<file path="config.mk">
export PLATFORM = sky130hd
export DESIGN_NAME = ysyx_23060171_mem_arbiter
export DESIGN_NICKNAME = d
export VERILOG_FILES = /design/src/rtl/ysyx_23060171_pkg.sv /design/src/rtl/ysyx_23060171_arb_pick.sv /design/src/rtl/ysyx_23060171_mem_arbiter.sv
export SDC_FILE = /design/constraint.sdc
export NUM_CORES = 1
export LEC_CHECK = 0
export BUFFER_PORTS_ARGS = -buffer_cell sky130_fd_sc_hd__buf_2
export CAP_MARGIN = 40
export CORE_AREA = 2 2 108 110
export CTS_CLUSTER_SIZE = 25
export DETAILED_ROUTE_END_ITERATION = 10
export DIE_AREA = 0 0 110 112
export PLACE_DENSITY = 0.81
export SYNTH_ARGS = -nofsm -noshare
export SYNTH_HDL_FRONTEND = slang
export SYNTH_HIERARCHICAL = 1
export SYNTH_SLANG_ARGS = --single-unit
</file>
<file path="constraint.sdc">
create_clock -name clk -period 5.76 [get_ports clk]
set_clock_uncertainty 0.05 [all_clocks]
set_input_delay 0.576 -clock clk [delete_from_list [all_inputs] [get_ports clk]]
set_output_delay 0.576 -clock clk [all_outputs]
set_load 0.005 [all_outputs]
</file>
<file path="src/rtl/ysyx_23060171_pkg.sv">
// ysyx_23060171_pkg: shared types and default widths for the IFU/LSU memory arbiter.
// Contents:
//   ARB_AW / ARB_DW / ARB_MW  default address, data and byte-mask widths
//   arb_state_e               arbiter FSM states
//   arb_owner_e               which requester owns the memory port
package ysyx_23060171_pkg;
   localparam int ARB_AW = 32;
   localparam int ARB_DW = 32;
   localparam int ARB_MW = ARB_DW / 8;
   typedef enum logic [1:0] {IDLE, ISSUE, WAIT} arb_state_e;
   typedef enum logic {OWN_IFU, OWN_LSU} arb_owner_e;
endpackage

</file>
<file path="src/rtl/ysyx_23060171_arb_pick.sv">
// ysyx_23060171_arb_pick: combinational two-way winner selection with an anti-starvation override.
// Ports:
//   i_ifu_v, i_lsu_v  requester valids
//   i_last_owner      owner of the previous grant
//   o_grant           some requester is valid
//   o_winner          selected requester (meaningful only when o_grant)
module ysyx_23060171_arb_pick
   import ysyx_23060171_pkg::*;
#(
   parameter bit LSU_FIRST = 1'b1
) (
   input  logic       i_ifu_v,
   input  logic       i_lsu_v,
   input  arb_owner_e i_last_owner,
   output logic       o_grant,
   output arb_owner_e o_winner
);
   // On a tie, an LSU that won last time yields to the IFU so fetch cannot starve.
   always_comb begin
      o_grant  = i_ifu_v | i_lsu_v;
      o_winner = !i_ifu_v ? OWN_LSU :
                 !i_lsu_v ? OWN_IFU :
                 (i_last_owner == OWN_LSU) ? OWN_IFU :
                 LSU_FIRST ? OWN_LSU : OWN_IFU;
   end
endmodule

</file>
<file path="src/rtl/ysyx_23060171_mem_arbiter.sv">
// ysyx_23060171_mem_arbiter: shares one memory port between IFU and LSU, one transaction outstanding.
// Ports:
//   clk, rst                          clock, asynchronous active-high reset
//   i_ifu_req_valid/o_ifu_req_ready   IFU fetch handshake, i_ifu_addr fetch address
//   o_ifu_resp_valid/o_ifu_rdata      IFU response pulse and data
//   i_lsu_req_valid/o_lsu_req_ready   LSU handshake, i_lsu_addr/wen/wdata/wmask payload
//   o_lsu_resp_valid/o_lsu_rdata      LSU response pulse and data
//   o_mem_req_valid/i_mem_req_ready   memory request handshake with latched o_mem_* payload
//   i_mem_resp_valid/i_mem_rdata      memory response
//   o_busy                            a transaction is in flight
//   o_proto_err                       sticky flag for a response nobody was waiting for
module ysyx_23060171_mem_arbiter
   import ysyx_23060171_pkg::*;
#(
   parameter int AW        = ARB_AW,
   parameter int DW        = ARB_DW,
   parameter bit LSU_FIRST = 1'b1
) (
   input  logic            clk,
   input  logic            rst,
   input  logic            i_ifu_req_valid,
   output logic            o_ifu_req_ready,
   input  logic [AW-1:0]   i_ifu_addr,
   output logic            o_ifu_resp_valid,
   output logic [DW-1:0]   o_ifu_rdata,
   input  logic            i_lsu_req_valid,
   output logic            o_lsu_req_ready,
   input  logic [AW-1:0]   i_lsu_addr,
   input  logic            i_lsu_wen,
   input  logic [DW-1:0]   i_lsu_wdata,
   input  logic [DW/8-1:0] i_lsu_wmask,
   output logic            o_lsu_resp_valid,
   output logic [DW-1:0]   o_lsu_rdata,
   output logic            o_mem_req_valid,
   input  logic            i_mem_req_ready,
   output logic [AW-1:0]   o_mem_addr,
   output logic            o_mem_wen,
   output logic [DW-1:0]   o_mem_wdata,
   output logic [DW/8-1:0] o_mem_wmask,
   input  logic            i_mem_resp_valid,
   input  logic [DW-1:0]   i_mem_rdata,
   output logic            o_busy,
   output logic            o_proto_err
);
   arb_state_e      r_state, w_next;
   arb_owner_e      r_owner, r_last_owner, w_winner;
   logic            w_grant, w_take, w_deliver, w_stray, r_proto_err;
   logic [AW-1:0]   r_addr;
   logic            r_wen;
   logic [DW-1:0]   r_wdata;
   logic [DW/8-1:0] r_wmask;

   ysyx_23060171_arb_pick #(.LSU_FIRST(LSU_FIRST)) u_pick (
      .i_ifu_v      (i_ifu_req_valid),
      .i_lsu_v      (i_lsu_req_valid),
      .i_last_owner (r_last_owner),
      .o_grant      (w_grant),
      .o_winner     (w_winner)
   );

   always_ff @(posedge clk or posedge rst) begin
      if (rst) begin
         r_state      <= IDLE;
         r_owner      <= OWN_IFU;
         r_last_owner <= OWN_LSU;
         r_proto_err  <= 1'b0;
      end else begin
         r_state <= w_next;
         if (w_take) begin
            r_owner      <= w_winner;
            r_last_owner <= w_winner;
         end
         if (w_stray) r_proto_err <= 1'b1;
      end
   end

   // A response in ISSUE together with mem_req_ready is a zero-latency memory and is delivered;
   // any other response outside WAIT is stray.
   always_comb begin
      w_next          = r_state;
      w_take          = 1'b0;
      w_deliver       = 1'b0;
      w_stray         = 1'b0;
      o_mem_req_valid = 1'b0;
      case (r_state)
         IDLE: begin
            w_take  = w_grant & ~rst;
            w_stray = i_mem_resp_valid;
            if (w_take) w_next = ISSUE;
         end
         ISSUE: begin
            o_mem_req_valid = 1'b1;
            w_deliver       = i_mem_req_ready & i_mem_resp_valid;
            w_stray         = ~i_mem_req_ready & i_mem_resp_valid;
            if (i_mem_req_ready) w_next = i_mem_resp_valid ? IDLE : WAIT;
         end
         WAIT: begin
            w_deliver = i_mem_resp_valid;
            if (i_mem_resp_valid) w_next = IDLE;
         end
         default: w_next = IDLE;
      endcase
   end

   always_ff @(posedge clk or posedge rst) begin
      if (rst) begin
         r_addr  <= '0;
         r_wen   <= 1'b0;
         r_wdata <= '0;
         r_wmask <= '0;
      end else if (w_take) begin
         r_addr  <= (w_winner == OWN_LSU) ? i_lsu_addr : i_ifu_addr;
         r_wen   <= (w_winner == OWN_LSU) & i_lsu_wen;
         r_wdata <= (w_winner == OWN_LSU) ? i_lsu_wdata : '0;
         r_wmask <= (w_winner == OWN_LSU) ? i_lsu_wmask : '0;
      end
   end

   assign o_ifu_req_ready  = w_take & (w_winner == OWN_IFU);
   assign o_lsu_req_ready  = w_take & (w_winner == OWN_LSU);
   assign o_ifu_resp_valid = w_deliver & (r_owner == OWN_IFU);
   assign o_lsu_resp_valid = w_deliver & (r_owner == OWN_LSU);
   assign o_ifu_rdata      = o_ifu_resp_valid ? i_mem_rdata : '0;
   assign o_lsu_rdata      = o_lsu_resp_valid ? i_mem_rdata : '0;
   assign o_mem_addr       = r_addr;
   assign o_mem_wen        = r_wen;
   assign o_mem_wdata      = r_wdata;
   assign o_mem_wmask      = r_wmask;
   assign o_busy           = r_state != IDLE;
   assign o_proto_err      = r_proto_err;
endmodule
</file>
Word-level counts from Yosys, hierarchy flattened --
Cells that the tools add are included.
Storage, ports and cells: bits in registers 74, logic and storage cells 46, input port bits 139
Cells by class: equality and inequality tests 5, reduce and logical (&&, ||, !) cells 3, bitwise gates (word level) 13, multiplexer cells 17
Operators with widths (count):
- 2-to-1 mux 32 bit | 4
- bitwise AND 1 bit | 8
- 2-to-1 mux 2 bit | 4
- inequality test 2 bit (second input constant) | 3
- one-hot mux 2 bit (3 select lines) | 1
- 2-to-1 mux 1 bit | 5
- 2-to-1 mux 4 bit | 1
- inverter 1 bit | 4
- one-hot mux 1 bit (2 select lines) | 2
- AND reduction 3 bit | 1
- == test 2 x 1 -> 1 bit (second input constant) | 1
- == test 2 bit (second input constant) | 1
- logical NOT 2 bit | 1
- nonzero test 2 bit | 1
- bitwise OR 1 bit | 1

Longest topological paths before layout --
depth after elaboration 5, depth in mapped cells 7, depth with buffers taken out 5

By module --
The synthesis kept the hierarchy.
Modules (own cells, without submodules):
- ysyx_23060171_mem_arbiter | times used 1, area an instance 3743.6 µm², seq. area each 1853.0 µm², cells each 403
- ysyx_23060171_arb_pick | times used 1, area an instance 15.0 µm², seq. area each 0.0 µm², cells each 3

Least setup slack after synthesis --
OpenSTA, ideal clock, no wires.
path kind input to output, from in rst, to out o_lsu_req_ready, slack 2.565 ns, data required time 5.134 ns, arrival time 2.569 ns, stages 3, path buffers 0, cells stage by stage inv_1 -> nand4_1 -> inv_1
Between the ends: cells in the longest elaborated chain, start to end 4
Ends and longest elaborated chain:
- start: declaration | line ysyx_23060171_mem_arbiter.sv:20 | input logic rst,
- inverter 1 bit | line ysyx_23060171_mem_arbiter.sv:87 | w_take = w_grant & ~rst;
- bitwise AND 1 bit | line ysyx_23060171_mem_arbiter.sv:87
- 2-to-1 mux 1 bit | line ysyx_23060171_mem_arbiter.sv:85 | case (r_state)
- bitwise AND 1 bit | line ysyx_23060171_mem_arbiter.sv:120 | assign o_lsu_req_ready = w_take & (w_winner == OWN_LSU);
- end: declaration | line ysyx_23060171_mem_arbiter.sv:27 | output logic o_lsu_req_ready,
Every way passes these cells.

Worst setup path in the final report --
from reg r_state[0], to out o_lsu_rdata[27]
Between the ends: cells in the longest elaborated chain, start to end 4
Ends and longest elaborated chain:
- start: declaration | line ysyx_23060171_mem_arbiter.sv:45 | arb_state_e r_state, w_next;
- start signal: assignment | line ysyx_23060171_mem_arbiter.sv:68 | r_state <= w_next;
- == test 2 bit / == test 2 x 1 -> 1 bit (equally long branches) | line ysyx_23060171_mem_arbiter.sv:85
- one-hot mux 1 bit (2 select lines) * | line ysyx_23060171_mem_arbiter.sv:85
- bitwise AND 1 bit * | line ysyx_23060171_mem_arbiter.sv:122 | assign o_lsu_resp_valid = w_deliver & (r_owner == OWN_LSU);
- 2-to-1 mux 32 bit * | line ysyx_23060171_mem_arbiter.sv:124 | assign o_lsu_rdata = o_lsu_resp_valid ? i_mem_rdata : '0;
- end: declaration | line ysyx_23060171_mem_arbiter.sv:33 | output logic [DW-1:0] o_lsu_rdata,
Every way passes the cells marked *; elsewhere a longest branch is shown, timed or not.

==> key figures <==
Outcome
  – Status: complete, no violations

Timing
  – Final hold slack: 0.304 ns
  – Fmax: 349 MHz
  – RSZ-0062 raised after global routing: false
  – Tmin final: 2.87 ns
  – Final setup TNS: 0 ns
  – Worst slew margin: 0.460
  – Slew @ Worst Pin: 0.808 ns
  – Tcrit/Tclk final: 0.498
  – Fin. Hold Viols: 0
  – Final setup viols: 0
  – Slew Viols, Final: 0

Pwr
  – Pleak: 0.00324 µW
  – Sw Pwr: 834 µW
  – Max VDD drop: 192 µV
  – Sequential power share: 0.387
  – Sw Ratio: 0.357
  – Pint: 1500 µW
  – Share of power burned in combinational logic: 0.378
  – Total power: 2340 µW
  – PwrDens: 427 mW/mm²
  – Clock network fraction of design power: 0.234

Synthesis
  – Top cell type's share of synthesized area: 0.486
  – Synth warn: 6
  – Yosys reg bits: 74
  – Leading area contributor after synthesis: dfrtp_1
  – Synth Net Count: 548
  – Mapped Avg Cell Area: 9.26 µm²
  – Seq/Total Area, Yosys: 0.493
  – Dominant cells by area after synthesis: dfrtp_1 (49%), nand2_1 (11%), and2_1 (11%), mux2i_1 (8.8%), o21ai_0 (6.9%)
  – Post-Synthesis Cells: 406
  – Mapped Area: 0.00376 mm²
  – Cell variety after synth: 28

Critical path
  – Critical Path Fanout Max: 33
  – Buf+Inv Stages, Crit Path: 2
  – Worst Setup End Kind: output pin
  – Crit-path max cell delay: 0.69 ns
  – Crit path launch type: flip-flop
  – Worst setup path class: flip-flop to output pin
  – CP arrival: 2.24 ns
  – Crit-path leading delay family: simple AND/OR/NAND/NOR gates
  – Crit-path cells: inv_1, ha_1, nand2_2, nor3b_4, and2_1, buf_2
  – Critical-path top delay cell: nor3b_4
  – Data required, critical path: 5.13 ns

Floorplan
  – I/O pin cnt: 279
  – Initial core utilization: 0.336
  – DIE HEIGHT: 112 µm
  – Die ar.: 0.0123 mm²
  – Number of cell rows: 39
  – Die extent in x: 110 µm
  – Core area: 0.0112 mm²

Layout
  – Non-Filler Instances: 817
  – Area Overhead vs Synth: 45.6%
  – Layout cells sized above 1: 0.453
  – Register area: 0.00185 mm²
  – Layout fillers: 1,108
  – Multi-input gate area: 0.00169 mm²
  – Net count, final: 812
  – ANT cells: 0

Clock network
  – TritonCTS Sinks: 74
  – Worst skew pair latency: 0.32 ns
  – H-Tree Depth: 3
  – CTS hold repair buffers: 0
  – Total CTS buffers: 9
  – # resized after CTS: 0
  – Post-CTS Setup Bufs: 0
  – CTS root buffer: clkbuf_16
  – CTS tree: built
  – Clock Pin Slew Worst Setup and Hold Paths: 0.06 ns
  – Longest Clk Path Bufs: 2

Global routing
  – First-pass GRT wire length: 16,900 µm
  – Largest net degree at the start of global routing: 87
  – Initial antenna violation count: 0
  – Vias in the first global route: 3,268
  – GRT Overall Usage: 0.184
  – Gr ovfl total: 0

Detailed routing
  – DRC viols: 0
  – Antenna Nets Post-Route: 0
  – Post-Route WL: 11,700 µm
  – Detailed Route Iter0 Violations: 176
  – Via Count: 3,664
  – Vias/cell: 4.48
  – WL/cell: 14.4 µm
  – Initial DRT Pass Iterations: 4

Placement
  – Detail Placement HPWL: 9440 µm
  – Port Buffer Count: 278
  – Placed cell count: 802
  – Gpl congestion: 0.821

Hold path
  – HP Class: input pin to async pin

Run
  – Max Cap Violations: 0
[cell usage in the layout (no fill, tap or decap), types with 3 or more instances in the layout]
master,n
buf_4,3
mux2i_1,33
buf_2,278
clkbuf_16,9
inv_1,5
o21ai_0,52
nand2_1,110
o21ai_1,18
dfrtp_1,73
and2_1,64
ha_1,3
[layout make-up]
type	instances	share of cell area
clock buffer	9	0.0412
clock inverter	6	0.0123
inverter	6	0.00434
multi-input combinational	297	0.309
sequential	74	0.339
tap	143	0.0327
timing repair buffer	282	0.262
[cell usage after synthesis (all sizes together)]
cell / count
nor2: 1
or2b: 1
a211oi: 1
nand2: 111
dfrtp: 73
inv: 6
dfstp: 1
a21oi: 1
ha: 3
mux2i: 33
nor3: 2
and2: 64
nand4: 1
nand3b: 1
nor2b: 1
and2b: 1
nand2b: 2
or2: 1
o32a: 1
o21ai: 71
clkbuf: 7
nor3b: 1
buf: 22
[worst paths after layout]
| path | startpoint | end | slack [ns] | depth (start not counted) |
|---|---|---|---|---|
| setup / recovery | r_state[0] | o_lsu_rdata[27] | 2.89 | 6 |
| hold reg to reg | o_proto_err | o_proto_err | 0.42 | 1 |
| setup reg to reg | r_state[0] | o_mem_addr[28] | 3.49 | 6 |
| max in group asynchronous | rst | r_last_owner | 4.75 | 4 |
| hold / removal | rst | o_mem_wdata[26] | 0.30 | 3 |
| min in group clk | o_proto_err | o_proto_err | 0.42 | 1 |
[cells by family (layout without fill, tap and decap cells)]
| logic type | count (synthesis) | after routing | synth area share |
|---|---|---|---|
| adders and majority gates | 3 | 3 | 0.00999 |
| muxes | 33 | 33 | 0.0879 |
| DFF | 74 | 74 | 0.493 |
| AOI/OAI and AO/OA | 74 | 74 | 0.102 |
| and+or+nand+nor | 187 | 187 | 0.245 |
| buffers and inverters | 35 | 303 | 0.0626 |
[routing by layer]
layer | GRT usage | routed length [µm]
met3 | 0.0422 | 919
met4 | 0.0608 | 175
met1 | 0.192 | 4310
met5 | 0 | 0
met2 | 0.351 | 6320
[worst register-to-register path: stages (launching register included)]
cell	delay (ns)
dfrtp_1	0.39
inv_1	0.09
ha_1	0.32
nand3b_4	0.45
buf_4	0.53
nand2_1	0.20
o21ai_0	0.10
[power groups by stage]
| stage | registers [µW] | clock network, µW | logic [µW] |
|---|---|---|---|
| floorplan | 922 | 0 | 478 |
| global placement | 908 | 0 | 873 |
| detailed placement | 911 | 0 | 903 |
| CTS | 908 | 566 | 901 |
| global route | 937 | 590 | 998 |
| finish | 906 | 548 | 885 |
[flip-flops by register name, summed over array words and instances, names as in the netlist]
name	flops
o_mem_wen	1
o_mem_wdata	32
r_owner	1
r_last_owner	1
o_mem_wmask	4
o_mem_addr	32
r_state	2
o_proto_err	1
[stage by stage]
step	setup WS, ns	util	cell area (µm²)
after floorplan	2.57	-	3760
after global placement	3.07	0.462	5160
after detailed placement	3.07	0.464	5180
after CTS	2.90	0.490	5470
after global routing	2.71	0.490	5470
final	2.89	0.490	5470
Note: power is estimated with default switching activity, not from simulation.
